===== config.mk =====
export PLATFORM = sky130hd
export DESIGN_NAME = admo_divider
export DESIGN_NICKNAME = d
export VERILOG_FILES = /design/src/rtl/admo_divider_pkg.sv /design/src/rtl/admo_divider.sv
export SDC_FILE = /design/constraint.sdc
export NUM_CORES = 1
export LEC_CHECK = 0
export CAP_MARGIN = 20
export CORE_MARGIN = 2
export CORE_UTILIZATION = 34
export CTS_BUF_LIST = sky130_fd_sc_hd__clkbuf_16
export CTS_CLUSTER_SIZE = 40
export DETAILED_ROUTE_END_ITERATION = 10
export PLACE_DENSITY = 0.64
export SLEW_MARGIN = 40
export SYNTH_ARGS = -nofsm -noshare
export SYNTH_HDL_FRONTEND = slang
export SYNTH_SLANG_ARGS = --single-unit

===== constraint.sdc =====
create_clock -name clk_i -period 8.4 [get_ports clk_i]
set_input_delay 1.68 -clock clk_i [delete_from_list [all_inputs] [get_ports clk_i]]
set_output_delay 1.68 -clock clk_i [all_outputs]
set_load 0.03 [all_outputs]

===== src/rtl/admo_divider_pkg.sv =====
// Operator encodings and decode helpers shared by the admo_divider slice.
// Operator codes are also exported as `ADMO_OP_* text macros for legacy users.
`ifndef ADMO_DEFS_SVH
`define ADMO_DEFS_SVH
`define ADMO_OP_DIV  2'b00
`define ADMO_OP_DIVU 2'b01
`define ADMO_OP_REM  2'b10
`define ADMO_OP_REMU 2'b11
`endif

package admo_divider_pkg;

    typedef enum logic [1:0] {
        OP_DIV  = `ADMO_OP_DIV,
        OP_DIVU = `ADMO_OP_DIVU,
        OP_REM  = `ADMO_OP_REM,
        OP_REMU = `ADMO_OP_REMU
    } div_op_e;

    function automatic logic is_signed_op(input logic [1:0] op);
        return (op == OP_DIV) || (op == OP_REM);
    endfunction

    function automatic logic is_rem_op(input logic [1:0] op);
        return (op == OP_REM) || (op == OP_REMU);
    endfunction

endpackage


===== src/rtl/admo_divider.sv =====
// Iterative restoring divider (DIV/DIVU/REM/REMU), one quotient bit per cycle.
// Define ADMO_DIV_FAST_EN to short-circuit divide-by-zero and signed overflow.
module admo_divider
    import admo_divider_pkg::*;
#(
    parameter int DATA_WIDTH = 32
) (
    input  logic                  clk_i,
    input  logic                  rst_ni,
    input  logic                  flush_i,
    input  logic                  valid_i,
    output logic                  ready_o,
    input  logic [DATA_WIDTH-1:0] operand_a_i,
    input  logic [DATA_WIDTH-1:0] operand_b_i,
    input  logic [1:0]            operator_i,
    output logic                  valid_o,
    input  logic                  ready_i,
    output logic [DATA_WIDTH-1:0] result_o
);

    localparam int CNT_W = (DATA_WIDTH > 1) ? $clog2(DATA_WIDTH) : 1;

    typedef enum logic [1:0] {
        S_IDLE = 2'd0,
        S_CALC = 2'd1,
        S_DONE = 2'd2
    } state_e;

    state_e                  state_q, state_d;
    logic [CNT_W-1:0]        cnt_q;
    logic                    last_q;
    logic                    rem_sel_q;
    logic                    neg_quot_q;
    logic                    neg_rem_q;
    logic [DATA_WIDTH-1:0]   divisor_q;
    logic [DATA_WIDTH-1:0]   quot_q;
    logic [DATA_WIDTH-1:0]   rem_q;
    logic [DATA_WIDTH-1:0]   result_q;

    logic signed [DATA_WIDTH-1:0] a_s;
    logic signed [DATA_WIDTH-1:0] b_s;
    logic                    a_neg;
    logic                    b_neg;
    logic                    b_zero;
    logic                    fast_hit;
    logic                    accept;
    logic [DATA_WIDTH-1:0]   abs_a;
    logic [DATA_WIDTH-1:0]   abs_b;
    logic [DATA_WIDTH:0]     trial;
    logic                    step_ok;
    logic [DATA_WIDTH-1:0]   final_res;

    function automatic logic [DATA_WIDTH-1:0] cond_neg(input logic [DATA_WIDTH-1:0] v,
                                                       input logic neg);
        return neg ? (~v + DATA_WIDTH'(1)) : v;
    endfunction

    assign a_s    = operand_a_i;
    assign b_s    = operand_b_i;
    assign a_neg  = is_signed_op(operator_i) && (a_s < 0);
    assign b_neg  = is_signed_op(operator_i) && (b_s < 0);
    assign b_zero = (operand_b_i == '0);
    assign abs_a  = cond_neg(operand_a_i, a_neg);
    assign abs_b  = cond_neg(operand_b_i, b_neg);

`ifdef ADMO_DIV_FAST_EN
    logic ovf;
    assign ovf = is_signed_op(operator_i)
              && (operand_a_i == {1'b1, {(DATA_WIDTH-1){1'b0}}})
              && (operand_b_i == '1);
    assign fast_hit = b_zero || ovf;
`else
    assign fast_hit = 1'b0;
`endif

    assign accept  = (state_q == S_IDLE) && valid_i && !flush_i;
    assign ready_o = (state_q == S_IDLE);
    assign valid_o = (state_q == S_DONE);
    assign result_o = result_q;

    // Restoring step: a borrow out of the trial subtraction means the bit is 0.
    assign trial   = {rem_q, quot_q[DATA_WIDTH-1]} - {1'b0, divisor_q};
    assign step_ok = ~trial[DATA_WIDTH];

    // Divide-by-zero never negates the quotient so it stays all-ones.
    assign final_res = rem_sel_q ? cond_neg(rem_q, neg_rem_q)
                                 : cond_neg(quot_q, neg_quot_q);

    always_comb begin
        state_d = state_q;
        unique case (state_q)
            S_IDLE:  if (accept)  state_d = S_CALC;
            S_CALC:  if (last_q)  state_d = S_DONE;
            S_DONE:  if (ready_i) state_d = S_IDLE;
            default: state_d = S_IDLE;
        endcase
        if (flush_i) state_d = S_IDLE;
    end

    // last_q marks the extra CALC cycle that applies signs and latches the result.
    always_ff @(posedge clk_i) begin
        if (!rst_ni) begin
            state_q  <= S_IDLE;
            cnt_q    <= '0;
            last_q   <= 1'b0;
            result_q <= '0;
        end else begin
            state_q <= state_d;
            if (accept) begin
                cnt_q  <= fast_hit ? '0 : CNT_W'(DATA_WIDTH - 1);
                last_q <= fast_hit;
            end else if ((state_q == S_CALC) && !last_q) begin
                if (cnt_q == '0) begin
                    last_q <= 1'b1;
                end else begin
                    cnt_q <= cnt_q - CNT_W'(1);
                end
            end
            if ((state_q == S_CALC) && last_q && !flush_i) begin
                result_q <= final_res;
            end
        end
    end

    // Fast path preloads the magnitudes the full iteration would have produced.
    always_ff @(posedge clk_i) begin
        if (accept) begin
            rem_sel_q  <= is_rem_op(operator_i);
            neg_quot_q <= (a_neg ^ b_neg) && !b_zero;
            neg_rem_q  <= a_neg;
            divisor_q  <= abs_b;
            quot_q     <= (fast_hit && b_zero) ? '1 : abs_a;
            rem_q      <= (fast_hit && b_zero) ? abs_a : '0;
        end else if ((state_q == S_CALC) && !last_q) begin
            quot_q <= {quot_q[DATA_WIDTH-2:0], step_ok};
            rem_q  <= step_ok ? trial[DATA_WIDTH-1:0]
                              : {rem_q[DATA_WIDTH-2:0], quot_q[DATA_WIDTH-1]};
        end
    end

endmodule


==> impl_metrics.tcl <==
set metrics [dict create \
    leakagePower_nw 4.42 \
    cts_buffers 17 \
    cpPeakStageDelay_ps 520 \
    via_per_inst 5.31 \
    dp.cells 1626 \
    grt_usage_pct 17.3 \
    fp.dieW_um 175 \
    synth.top_cells.by_area "edfxtp_1 (20%), dfxtp_1 (15%), xnor2_1 (6.8%)" \
    hp-start "result_o[25]" \
    drive_gt1_share_pct 4.08 \
    vias 8810 \
    synthesis.nets 1300 \
    synthArstFlopShare_pct 0 \
    status "completed" \
    fin_setup_tns_ps 0 \
    cts_tree "built" \
    synth.largest_area_cell "edfxtp_1" \
    drt-initial-drc-count 657 \
    die_h_um 175 \
    post_drt_wl_per_cell_um 15.9 \
    r2r_start "quot_q[31]" \
    grt_max_degree 70 \
    grt_antenna_before_repair 0 \
    clockBufferDepth 2 \
    cp_data_arrival_time_ps 4690 \
    crit_slowest_cell "nor4_1" \
    crit_path_max_fanout 5 \
    maxCapViolCount 0 \
    synthToLayoutAreaGrowth_pct 19.6 \
    post_dp_cell_area_um2 11200 \
    synth_top_area_share_pct 20.3 \
    grt_pass1_vias 8397 \
    end_kind "register" \
    grt_pass1_wl_um 42400 \
    period_needed_ps 4550 \
    use_met1_pct 21.8 \
    path_class "in2reg" \
    antennaDiodeCount 0 \
    clkSlewWorstSetupHoldPaths_ps 70 \
    critPathLaunchType "input pin" \
    slew_violations 0 \
    drtPass1Iterations 5 \
    worst_path_dominant_cell_family "simple AND/OR/NAND/NOR gates" \
    ys_seq_elements 139 \
    synth_cell_types 60 \
    synth_ff_type "dfxtp_1" \
    cts_resized 0 \
    drt-total-wl_um 26400 \
    ir_drop_mv 0.132 \
    yosys_warnings 0 \
    cts-root-buf "clkbuf_16" \
    synth_area_um2 9890 \
    cts-htree-levels 4 \
    hold_path_class "reg2reg" \
    insertion_delay_ps 430 \
    rsz0062_at_grt "false" \
    synth_edf_count 67 \
    powerDensity_nw_per_um2 151 \
    post_cts_buffers 0 \
    yosysSeqAreaShare_pct 34.9 \
    core-area_um2 28700 \
    finalNonFillerCells 1659 \
    crit_buf_inv 1 \
    ys_top_cells_by_count "nand2_1 (143), o21ai_0 (105), a21oi_1 (91)" \
    hold_ws_ps 436 \
    setup_viol 0 \
    fin_skew_ps 14.3 \
    worst_ep_required_time_ps 8540 \
    cts_hold_buf 0 \
    ios 105 \
    gp_congestion 0.875 \
    initial_utilization_pct 34.5 \
    synth_area_per_cell_um2 8.31 \
    netlist_instances 1190 \
    clock_sinks 139 \
    power.total_w 0.00178 \
    grt-ovfl-total 0 \
    place_hpwl_um 20400 \
    io_buffers 104 \
    post-route-period-util_pct 54.1 \
    drc 0 \
    final_area_um2 11800 \
    rows 62 \
    fmax_ghz 0.220 \
    path_cells "clkdlybuf4s50_1 > nor4_1 > nand2_1 > nor4_1 > nand2_1 > nor4_1 > nand2_1 > o41ai_1 > xor2_1 > a21oi_1" \
    busiest_layer "met2" \
    startpoint "operand_a_i[2]" \
    die_area_um2 30500 \
    layout.nets 1372 \
    drtAntennaViolNets 0 \
    synth.most_common_cell "nand2_1" \
    max-slew-margin-rel_pct 49.0 \
    grtUsageMet3_pct 3.04 \
    worst_slew_pin_slew_ps 762 \
    met2_usage_pct 29.5 \
    hold_viol_final 0 \
]
## cell type report
cell class                 count  area (um^2)
fill                        2942        16900
multi-input combinational    932         5990
sequential                   139         3450
timing repair buffer         114         1110
tap                          384          480
clock buffer                  19          475
inverter                      58          218
clock inverter                13         88.8
## cells by family (layout without fill, tap and decap cells)
family | count (synthesis) | in the layout | share of synthesized area [%]
adders and majority gates | 39 | 39 | 5.01
AOI/OAI and AO/OA | 363 | 363 | 23.2
DFF | 139 | 139 | 34.9
and+or+nand+nor | 362 | 362 | 17.0
xor gates and xnor gates | 143 | 143 | 12.7
muxes | 25 | 25 | 2.54
buffers and inverters | 119 | 204 | 4.61
## metal layers
layer | part of all wire (%) | vias to the layer above | routed length, um
met3 | 4.8 | 42 | 1280
met5 | 0 | - | 0
met1 | 44 | 4147 | 11700
met4 | 2.8 | 0 | 748
met2 | 48 | 203 | 12700
li1 | - | 4418 | -
## path summary, 6_finish.rpt
| path | end | slack [ps] | cells past startpoint |
|---|---|---|---|
| setup / recovery | quot_q[29] | 3850 | 10 |
| setup reg to reg | rem_q[0] | 4230 | 13 |
| hold reg to reg | result_o[25] | 440 | 2 |
| hold / removal | result_o[25] | 440 | 2 |
## registers in the layout (all words and copies together), names as in the netlist
signal,flops
cnt_q,5
divisor_q,32
rem_sel_q,1
rem_q,32
neg_rem_q,1
last_q,1
result_o,32
quot_q,32
neg_quot_q,1
state_q,2
## where the power goes
group,total [W],leakage [nW],switching (W),internal [W]
Combinational,0.000287,2.91,0.000163,0.000125
Clock,0.000725,0.306,0.000291,0.000434
Sequential,0.000770,1.21,0.0000257,0.000745
Total,0.00178,4.42,0.000480,0.00130
## metrics by stage
step           utilization [%]  worst slack (ps)
3_3_place_gp              39.2              3490
4_1_cts                   41.2              3810
3_5_place_dp              39.2              3370
5_1_grt                   41.2              3470
6_report                  41.2              3850
2_1_floorplan                -              4310
## layout by cell type (no fill, tap or decap), types with 14 or more instances in the layout
master           synthesis  routed
o211ai_1                25      25
o31ai_1                 32      32
nor3_1                  14      14
nor2_1                  88      87
xnor2_1                 77      77
nand2b_1                16      15
clkbuf_16                0      19
nand2_1                143     143
mux2i_1                 24      24
nand3_1                 25      25
o21ai_0                105     105
a21o_1                  17      17
dfxtp_1                 72      72
xor2_1                  66      66
inv_1                   57      64
ha_1                    38      38
edfxtp_1                67      67
a21oi_1                 91      91
clkdlybuf4s50_1          0     103
a21boi_0                19      19
or3_1                   14      14
## worst min-delay path: cells and delay by family (launching register included)
kind / cells / cell delay (ps)
DFF: 1 / 310
and+or+nand+nor: 2 / 90
Power figures use the tool's default switching activity.
==> variant 1 (same flow settings) <==
Build with the macro `ADMO_DIV_FAST_EN` defined.
--- a/src/rtl/admo_divider.sv
+++ b/src/rtl/admo_divider.sv
@@ -1,5 +1,7 @@
 // Iterative restoring divider (DIV/DIVU/REM/REMU), one quotient bit per cycle.
 // Define ADMO_DIV_FAST_EN to short-circuit divide-by-zero and signed overflow.
+`define ADMO_DIV_FAST_EN
+
 module admo_divider
     import admo_divider_pkg::*;
 #(
Check against the original RTL: not equivalent (a bounded check fails within 4 cycles, from zero or initial values and one cycle with rst_ni low).
==> variant 1 against the unedited design <==
Routed wire length grew 9.2%. Sequential cell count is the same. Cell area grew 4.9%. Count of clock-buffer cells in the layout grew 1. Die area grew 4.8%. Area after synthesis grew 4.9%. Worst setup slack lost 0.30 ns. Critical path depth grew 1. Critical path type unchanged. Critical endpoint is now cnt_q[3]$_SDFFE_PN0P_.
Power is not compared: it rests on default switching activity, and its combinational part moved more than twofold at a synthesized area within 25%.
==> variant 1: results (changes against the unedited design) <==
Outcome
Result of the run: finished clean (unchanged).

Global routing
The global-route wire length before repair is 45000 microns (was 42400 microns). The number of antenna violations at the first check in global routing is 0 (unchanged). The global router's overall resource usage is 18.2% (was 17.3%). The pin count of the biggest net entering global routing was 102 (was 70). The number of global-route vias before repair came to 8367 (was 8397).

Cells and area
The number of inserted diodes was 0 (unchanged). The number of nets in the finished design is 1357 (was 1372). The share of cells above drive strength 1 is 5.32% (was 4.08%).

Pwr
The total leakage power is between 4 and 5 nW. The worst-case vdd ir drop is 0.154 mV.

Placed design
The half-perimeter wire length after placement is 22500 microns (was 20400 microns). The total of buffers placed on input and output ports is 104 (unchanged). The setup slack at placement is 3.16 ns (was 3.37 ns). The routability-driven placement congestion ratio is 0.952 (was 0.875).

Synth
The number of distinct standard cells referenced by the synthesized netlist is 67 (was 60). The net count after synthesis was 1279 (was 1300). The proportion of register bits with asynchronous set or reset after synthesis was 0% (unchanged).

The warning count from the yosys run came to 0 (unchanged). Top area cells in the synthesized netlist: edfxtp_1 (29%), dfxtp_1 (7.7%), xor2_1 (6.3%), xnor2_1 (6.1%), ha_1 (4.7%) (was edfxtp_1 (20%), dfxtp_1 (15%), xnor2_1 (6.8%), xor2_1 (5.8%), nand2_1 (5.4%)). The sequential-to-total area share from yosys stat was 36.4% (was 34.9%). Leading cell types by count after synthesis: nand2_1 (118), edfxtp_1 (99), nor2_1 (80) (was nand2_1 (143), o21ai_0 (105), a21oi_1 (91)). The flip-flop cell with the highest count after synthesis was edfxtp_1 (was dfxtp_1). The count of flip-flops with a built-in enable after synthesis came to 99 (was 67).

Drt
The final wirelength is 28900 microns (was 26400 microns). The number of iterations in the first detailed-routing pass is 5 (unchanged). The mean number of vias per cell came to 5.53 (was 5.31). The detailed router's first-iteration violation count is 807 (was 657).

Clock network
The number of clock buffers inserted by TritonCTS is 17 (unchanged). The number of buffers between clock root and the deepest sink is 2 (unchanged). Clock latency on the worst-skew pair, taken at its later pin, is 0.42 ns. The post-CTS setup buffer count is 0 (unchanged). The clock tree root buffer cell is clkbuf_16 (unchanged). The post-cts resize count is 0 (unchanged). The H-tree depth reported by CTS is 4 (unchanged). The clock transition at the registers of the reported paths is roughly 0.06 ns.

Timing
The transition time at the pin with the least slew margin is 0.853 ns (was 0.762 ns). The worst-case clock skew was 0.0103 ns (was 0.0143 ns). The number of setup violations in the final report is 0 (unchanged). The total negative setup slack is 0 ns (unchanged).

Worst setup path
The maximum fanout along the worst path came to 15 (was 5).

Hold path
The worst min-delay path class is reg -> reg (unchanged).
## variant 1: changes by cell type in the layout (fill, tap and decap cells not counted), moves of 12 or more
cell,unedited run,this run
o22ai_1,1,21
nand2_1,143,118
inv_1,64,52
dfxtp_1,72,40
a31oi_1,9,21
o21ai_0,105,54
a21oi_1,91,70
edfxtp_1,67,99
## variant 1: power by group
| group | switching [W] | total [W] | internal (W) |
|---|---|---|---|
| Clock | 0.000298 | 0.000729 | 0.000430 |
| Combinational | 0.000354 | 0.000632 | 0.000278 |
| Sequential | 0.0000763 | 0.000886 | 0.000809 |
## variant 1: final cells by class
cell class | instances | area [sq um]
clock buffer | 20 | 500
inverter | 53 | 200
clock inverter | 12 | 82.6
timing repair buffer | 114 | 1130
multi-input combinational | 921 | 6220
fill | 2956 | 17500
sequential | 139 | 3770
tap | 390 | 488
## variant 1: worst paths after layout
path                             startpoint                   endpoint  slack [ns]  cells past startpoint
setup / recovery             operand_b_i[0]      cnt_q[3]$_SDFFE_PN0P_        3.55                     11
hold / removal    result_o[23]$_SDFFE_PN0P_  result_o[23]$_SDFFE_PN0P_        0.46                      2
setup reg to reg       quot_q[31]$_DFFE_PP_        rem_q[30]$_DFFE_PP_        4.76                     11
hold reg to reg   result_o[23]$_SDFFE_PN0P_  result_o[23]$_SDFFE_PN0P_        0.46                      2
## variant 1: logic make-up after synthesis
group           count (synthesis)  share of synthesized area, %
mux                            29                          2.83
fa+ha+maj                      40                          4.90
compound gates                344                          22.2
buf+inv                       108                          3.97
simple gates                  361                          17.4
flops                         139                          36.4
xor+xnor                      147                          12.4
## variant 1: layer usage
metal,global-route usage (%),vias up,part of all wire [%]
met5,0,-,0
met4,5.96,0,2.3
met3,3.24,33,8.2
met2,26.8,364,43
met1,26.7,4238,47
li1,-,4491,-
## variant 1: critical path, stage by stage
cell and delay (ns):
clkdlybuf4s50_1 0.47, inv_1 0.10, ha_1 0.16, or3b_2 0.49, nor4_2 0.43, and3b_1 0.29, nand3_1 0.56, nand2_1 0.43
a21oi_1 0.20, o21ai_0 0.23, a21boi_0 0.10
## variant 1: stage by stage
stage | instance area [sq um] | total power (W) | cells | hold WS, ns
after detailed placement | 11800 | 0.00152 | 1615 | 0.456
after floorplan | 10400 | 0.00133 | 1168 | 0.455
after global placement | 11800 | 0.00151 | 1615 | 0.449
final | 12400 | 0.00225 | 1649 | 0.457
after global routing | 12400 | 0.00236 | 1649 | 0.470
after CTS | 12400 | 0.00225 | 1647 | 0.463
==> variant 2 (same settings) <==
Without the edit above. Make the reset (`rst_ni`) asynchronous in one clocked block.
--- a/src/rtl/admo_divider.sv
+++ b/src/rtl/admo_divider.sv
@@ -98,7 +98,7 @@
     end
 
     // last_q marks the extra CALC cycle that applies signs and latches the result.
-    always_ff @(posedge clk_i) begin
+    always_ff @(posedge clk_i or negedge rst_ni) begin
         if (!rst_ni) begin
             state_q  <= S_IDLE;
             cnt_q    <= '0;
Check against the original RTL: differs if rst_ni is asserted again (counterexample within 4 cycles, from zero or initial values and one cycle with rst_ni low); with rst_ni held inactive, the same outputs for 10 cycles.
==> variant 2 against the unedited design <==
Count of clock-buffer cells in the layout decreased by 2. Worst setup slack got worse by 0.022 ns. Area after synthesis increased by 0.59%. Maximum frequency decreased by 0.48%. Sequential cell count unchanged. Critical path type unchanged. Routed wire length decreased by 1.8%. Highest routed layer unchanged. Critical endpoint is now rem_q[29]$_SDFFE_PP0P_. Cell area increased by 1.2%.
Power is not compared: it rests on default switching activity, and its combinational part moved more than twofold at a synthesized area within 25%.
==> variant 2: results (changes against the unedited design) <==
Outcome
Result of the run: finished clean (unchanged).

Drt
The met3 wire length is 902 microns (was 1280 microns). The total via count in the routed design is 8711 (was 8810). The wire length per cell after detailed routing was 15.6 microns (was 15.9 microns). The met2 routed wirelength is 12700 microns (about the same). The detailed router's first-iteration violation count is 608 (was 657).

Synth
The xor and xnor area share after synthesis came to 12.9% (was 12.7%). The sequential-to-total area share from yosys stat was 36.7% (was 34.9%). The average instance area after synthesis was 8.43 sq um (was 8.31 sq um).

Leading cell types by count after synthesis: nand2_1 (168), o21ai_0 (140), xnor2_1 (84) (was nand2_1 (143), o21ai_0 (105), a21oi_1 (91)). The net count after synthesis is 1290 (was 1300). The number of distinct standard cells referenced by the synthesized netlist is 66 (was 60). The adder and majority gate portion of the synthesized area was 4.98% (was 5.01%). Top area cells in the synthesized netlist: edfxtp_1 (20%), dfrtp_1 (10%), xnor2_1 (7.4%), o21ai_0 (7.0%), dfxtp_1 (6.4%) (was edfxtp_1 (20%), dfxtp_1 (15%), xnor2_1 (6.8%), xor2_1 (5.8%), nand2_1 (5.4%)). The proportion of register bits with asynchronous set or reset after synthesis is 28.8% (was 0%).

Cells and area
The number of non-filler instances in the completed layout is 1660 (was 1659). The number of filler cells placed in the layout is 2859 (was 2942). The count of clock buffers in the final design was 17 (was 19). The number of nets in the finished design is 1373 (was 1372).

The number of logic inverters in the finished layout is 67 (was 58). The fraction of area in registers is 30.5% (was 29.2%). The area fraction of clock buffers and clock inverters came to 5.00% (was 4.77%). The number of ordinary and repair buffers in the finished layout is 115 (was 114). The final-layout non-clock buffer area share is 9.44% (was 9.43%).

Hold path
The destination of the worst hold path is result_o[8]$_DFFE_PN0P_ (was result_o[25]$_SDFFE_PN0P_).

Timing
The transition time at the pin with the least slew margin is 0.687 ns (was 0.762 ns). The minimum clock period after layout is 4.57 ns (was 4.55 ns). The worst-case clock skew is 0.00863 ns (was 0.0143 ns).

Global routing
The pin count of the biggest net entering global routing is 69 (was 70). The routing usage on met1 is 21.0% (was 21.8%). The global-route wire length before repair is 42700 microns (was 42400 microns). The global router's overall resource usage is 17.2% (was 17.3%).

Placed design
The instance count after placement with tap cells included is 1627 (was 1626).

Worst setup path
The top cell family by delay on the critical path was buffers and inverters (was simple AND/OR/NAND/NOR gates). The startpoint of the most critical setup path is flush_i (was operand_a_i[2]). The cell type of the slowest stage on the worst timing path is or4b_2 (was nor4_1). The worst setup path endpoint was rem_q[29]$_SDFFE_PP0P_ (was quot_q[29]$_DFFE_PP_).

The worst path arrival time came to 4.88 ns (was 4.69 ns).
[variant 2: cell types whose count changed after synthesis, sizes merged, moves of 15 or more]
cell	change
o211ai	-17
dfrtp	+40
a21boi	-17
o21ai	+42
dfxtp	-40
nand2	+25
nand3	-15
[variant 2: worst reg2reg max path: cells and delay by family, from the launching register on]
kind	cells	cell delay, ns
compound gates	6	1.54
fa+ha+maj	2	0.60
buf+inv	2	0.55
flops	1	0.42
mux	1	0.42
simple gates	2	0.27
[variant 2: per-stage QoR]
| stage | util (%) | instance area [sq um] | hold WS, ns |
|---|---|---|---|
| floorplan | - | 9950 | 0.474 |
| global placement | 39.4 | 11300 | 0.463 |
| detailed placement | 39.4 | 11300 | 0.472 |
| CTS | 41.5 | 11900 | 0.486 |
| global route | 41.6 | 12000 | 0.515 |
| finish | 41.6 | 12000 | 0.479 |
